==> config.mk <==
export PLATFORM = sky130hd
export DESIGN_NAME = regfile_wb
export DESIGN_NICKNAME = d
export VERILOG_FILES = /design/src/rtl/regfile_wb.sv
export SDC_FILE = /design/constraint.sdc
export NUM_CORES = 1
export LEC_CHECK = 0
export CORE_MARGIN = 4
export CORE_UTILIZATION = 34
export CTS_CLUSTER_DIAMETER = 120
export DETAILED_ROUTE_END_ITERATION = 8
export REMOVE_ABC_BUFFERS = 1
export SYNTH_ARGS = -nofsm -noshare
export SYNTH_HDL_FRONTEND = slang
export SYNTH_SLANG_ARGS = --single-unit
==> constraint.sdc <==
create_clock -name clk -period 3.66 [get_ports clk]
set_input_delay 0.915 -clock clk [delete_from_list [all_inputs] [get_ports clk]]
set_output_delay 0.915 -clock clk [all_outputs]
set_load 0.02 [all_outputs]
==> src/rtl/regfile_wb.sv <==
// Write-back register file: 2**AW x N, r0 hardwired to zero.
// Two combinational read ports with write bypass, plus a zero flag.
module regfile_wb #(
  parameter int N  = 8,
  parameter int AW = 3
) (
  input  logic          clk,
  input  logic          reset,
  input  logic [AW-1:0] raddr_a,
  input  logic [AW-1:0] raddr_b,
  output logic [N-1:0]  a,
  output logic [N-1:0]  b,
  input  logic          we,
  input  logic [AW-1:0] waddr,
  input  logic [N-1:0]  wdata,
  input  logic          flag_we,
  input  logic          zf_in,
  output logic          zf
);

  localparam int D = 1 << AW;

  logic [D-1:0][N-1:0] mem;
  logic                wr_ok;

  assign wr_ok = we && (waddr != '0);

  // register storage: reset clears all, writes to r0 are dropped
  always_ff @(posedge clk) begin
    if (reset) begin
      mem <= '0;
    end else if (wr_ok) begin
      mem[waddr] <= wdata;
    end
  end

  // zero flag: registered only, no path from zf_in to zf
  always_ff @(posedge clk) begin
    if (reset) begin
      zf <= 1'b0;
    end else if (flag_we) begin
      zf <= zf_in;
    end
  end

  // port A: r0 is zero, bypass beats storage, storage masked in reset
  always_comb begin
    a = '0;
    if (raddr_a != '0) begin
      if (wr_ok && (waddr == raddr_a)) begin
        a = wdata;
      end else if (!reset) begin
        a = mem[raddr_a];
      end
    end
  end

  // port B: same selection as port A
  always_comb begin
    b = '0;
    if (raddr_b != '0) begin
      if (wr_ok && (waddr == raddr_b)) begin
        b = wdata;
      end else if (!reset) begin
        b = mem[raddr_b];
      end
    end
  end

endmodule

After elaboration in Yosys (flattened, before gate mapping)
Cells that the tools add are included.

word-level totals
  flip-flop bits (word level) = 65
  input bits = 22

operators by class
  reduce and logical (&&, ||, !) cells = 7
  muxes and demuxes = 13
  $lt $le $gt $ge = 4
  eq/ne operators = 2

operator list
  cell                number
  $mux 8              9
  $bwmux 64           1
  $bmux 8 s3          2
  $demux 8 s3         1
  $lt 3x4->1 const B  3
  $reduce_bool 3->1   3
  $eq 3x3->1          2
  $logic_and 1x1->1   4
  $ge 3x1->1 const B  1

Longest topological paths before layout
  word-level depth = 5
  mapped depth = 7
  depth with buffers taken out = 4

Worst setup path before layout
Ideal clock, no wire load.

  path type = input to output
  from = input raddr_a[2]
  to = output a[3]
  stages = 5
  data required time = 2.745 ns
  data arrival time = 2.166 ns
  path slack = 0.579 ns
  path buffers = 2
  cell sequence = buf_6 -> buf_12 -> mux4_2 -> mux2_2 -> a22o_1

on the way
  word-level cells in the longest chain between the ends = 5
  elaborated cells on any way between the ends = 8
  classes of those cells = 1 x eq/ne; 5 x mux; 2 x reduce/logical

RTL lines
  item                          line  text
  start, declared               9     input logic [AW-1:0] raddr_a,
  $bmux 8 s3                    53    a = mem[raddr_a];
  $mux 8 (implied by the code)  53
  $mux 8                        52    end else if (!reset) begin
  $mux 8                        50    if (wr_ok && (waddr == raddr_a)) begin
  $mux 8 (*)                    49    if (raddr_a != '0) begin
  end, declared                 11    output logic [N-1:0] a,

Every way passes the cells marked *; elsewhere a longest branch is shown, timed or not. The select of a mux whose other input is x is not followed.

Worst setup path in the final report
  from = input raddr_a[1]
  to = output a[7]

Same word-level chain as after synthesis.

==> reports/qor.csv <==
stage,metric,value,unit
synth,Yosys reg bits,65,
floorplan,Die X,112,um
sta,Worst Tran Pin Value,0.914,ns
setup_path,"Arr. time, crit path",2.71,ns
sta,Final period util,98.9,%
cts,Root Driver,clkbuf_8,
global_route,largest net degree at the start of global routing,47,
place,placed cells,566,
floorplan,Starting Density,35.3,%
floorplan,die span in y,112,um
cts,clock-pin slew on the worst setup and hold paths,0.08,ns
cts,Clock Sinks,65,
floorplan,die area,12600,um^2
global_route,global-route usage over all layers,19.0,%
synth,mapped cell area,3680,um^2
drt,Post-Route WL,11900,um
pwr,P_int,1170,uW
synth,Unique masters post-synth,27,
setup_path,crit end category,primary output,
synth,most frequent cell after synthesis,nand2_1,
final_layout,fillcell total,993,
drt,drt drc,0,
floorplan,area of the core,10400,um^2
sta,hold violation count in the final report,0,
sta,final hold slack,0.468,ns
synth,prevailing post-synth register cell,dfxtp_1,
sta,fmax,276,MHz
synth,Post-Synthesis Cells,377,
pwr,Worst VDD drop,178,uV
drt,ANT nets after route,0,
place,placer's final routability congestion estimate,0.837,
pwr,PD cells,342,nW/um^2
sta,RSZ-0062 raised after global routing,yes,
drt,drt via density,5.48,
sta,final worst path period need,3.62,ns
setup_path,worst path required time,2.74,ns
cts,CTS H-tree depth,3,
cts,CTS tree,done,
cts,Post-CTS Hold Fix Bufs,0,
cts,CTS max path bufs,2,
final_layout,area grow syn2layout,28.7,%
floorplan,I/O pin cnt,39,
synth,Ys Warns,0,
global_route,first-pass GRT wire length,18100,um
sta,Max Slew Vio Count,0,
synth,dominant cells by area after synthesis,"dfxtp_1 (35%), mux4_1 (13%), nand2_1 (12%)",
synth,post-synthesis sequential area ratio,35.4,%
job,maxcap violations,0,
synth,commonest cells in the netlist,"nand2_1 (118), dfxtp_1 (65), a21oi_1 (56)",
synth,area share of the largest cell type after synthesis,35.4,%
final_layout,Antenna Diode Count,0,
pwr,Clock Power Share,38.0,%
final_layout,Final nets,475,
drt,Detailed Route Iter0 Violations,257,
setup_path,crit path kind,input port to primary output,
sta,Rel. slew slack,38.9,%
final_layout,share of cells above drive strength 1,28.4,%
synth,leading area contributor after synthesis,dfxtp_1,
drt,WL/cell,20.0,um
sta,"Setup violations, final",0,
global_route,initial antenna violation count,0,
synth,"EDFF count, synth",0,
place,hpwl dp,7700,um
pwr,switching share of total power,27.7,%
pwr,share of power burned in registers,45.0,%
drt,DR vias,3256,
place,Port Buffers,38,
pwr,Psw,448,uW
pwr,P_leak,0.00185,uW
sta,Setup Skew,0,ns
setup_path,CP max FO,5,
floorplan,num rows,37,
status,status,"complete, no violations",
pwr,Comb power frac,17.0,%
pwr,Power Total,1620,uW
synth,"Avg Cell Area, Syn",9.76,um^2
synth,Post-synth ARST share,0,%
cts,CTS buffer count,9,
global_route,GR Overflow Total,0,
global_route,vias in the first global route,3321,
setup_path,critical path launch point type,input port,
final_layout,fin cells,594,
drt,1st-pass router iterations,4,
cts,"Clk Latency, worst-skew pair",0.34,ns
hold_path,HP Class,flip-flop to flip-flop,
[worst max-delay path, cell delays in order]
cell and delay [ns]:
clkdlybuf4s50_1 0.48, buf_6 0.15, mux4_1 0.54, mux2_2 0.28, a22o_1 0.19, buf_2 0.15
[cell families after synthesis]
group	Yosys count	synth area share, %
simple gates	151	17.1
buf+inv	31	6.83
compound gates	77	13.2
xor+xnor	4	0.952
flops	65	35.4
mux	49	26.6
[sequential cells by signal (all words and copies together) (netlist names)]
register / cells
mem: 64
zf: 1
[per-stage QoR]
step / worst slack [ns] / setup TNS, ns / util (%) / area [um^2]
floorplan: 0.793 / 0 / - / 3430
global placement: -0.593 / -7.67 / 42.2 / 4400
detailed placement: -0.559 / -7.67 / 42.2 / 4400
CTS: 0.000216 / 0 / 45.7 / 4760
global route: -0.00594 / -0.00594 / 45.5 / 4740
finish: 0.0398 / 0 / 45.5 / 4740
[cell type report]
cell class | count | area (um^2) | area share [%]
Clock buffer | 9 | 124 | 2.61
Tap cell | 136 | 170 | 3.59
Multi-Input combinational cell | 281 | 2120 | 44.7
Sequential cell | 65 | 1300 | 27.5
Timing Repair Buffer | 96 | 953 | 20.1
Clock inverter | 7 | 71.3 | 1.51
[metal layers]
metal | wire length (um) | vias up | share of wire, % | track usage [%]
met5 | 0 | - | 0 | 0
met4 | 287 | 0 | 2.4 | 6.81
met3 | 719 | 25 | 6.1 | 3.88
met2 | 6040 | 130 | 51 | 33.6
met1 | 4830 | 1597 | 41 | 22.8
li1 | - | 1504 | - | -
[repair_timing]
item / in CTS / in global routing
setup endpoints to repair: 16 / 12
cloned: 3 / 0
resized for setup: 60 / 16
pin swaps: 2 / 0
setup buffers: 9 / 0
[power groups by stage]
stage | Combinational, uW | Sequential, uW | Clock [uW]
2_1_floorplan | 88.4 | 743 | 0
3_3_place_gp | 244 | 745 | 0
3_5_place_dp | 246 | 746 | 0
4_1_cts | 271 | 729 | 623
5_1_grt | 288 | 731 | 656
6_report | 275 | 730 | 615
[layout by cell type, fill, tap and decap left out, types with 5 or more instances in the layout]
master           count
nor2_1               7
clkdlybuf4s15_1      5
mux4_1              15
nor2b_1             11
dfxtp_1             65
a21oi_1             56
buf_2               10
mux2_2              16
nand2_1            118
a22o_1              16
buf_4               41
clkdlybuf4s50_1     14
buf_12               7
clkbuf_8             9
buf_6                6
mux4_2              17
[final timing paths]
kind	from	end	slack [ns]	depth (start not counted)
setup / recovery	raddr_a[1]	a[7]	0.04	6
hold / removal	mem[34]	mem[34]	0.47	2
setup reg to reg	mem[41]	mem[41]	2.99	2
hold reg to reg	mem[34]	mem[34]	0.47	2
Power figures use the tool's default switching activity.
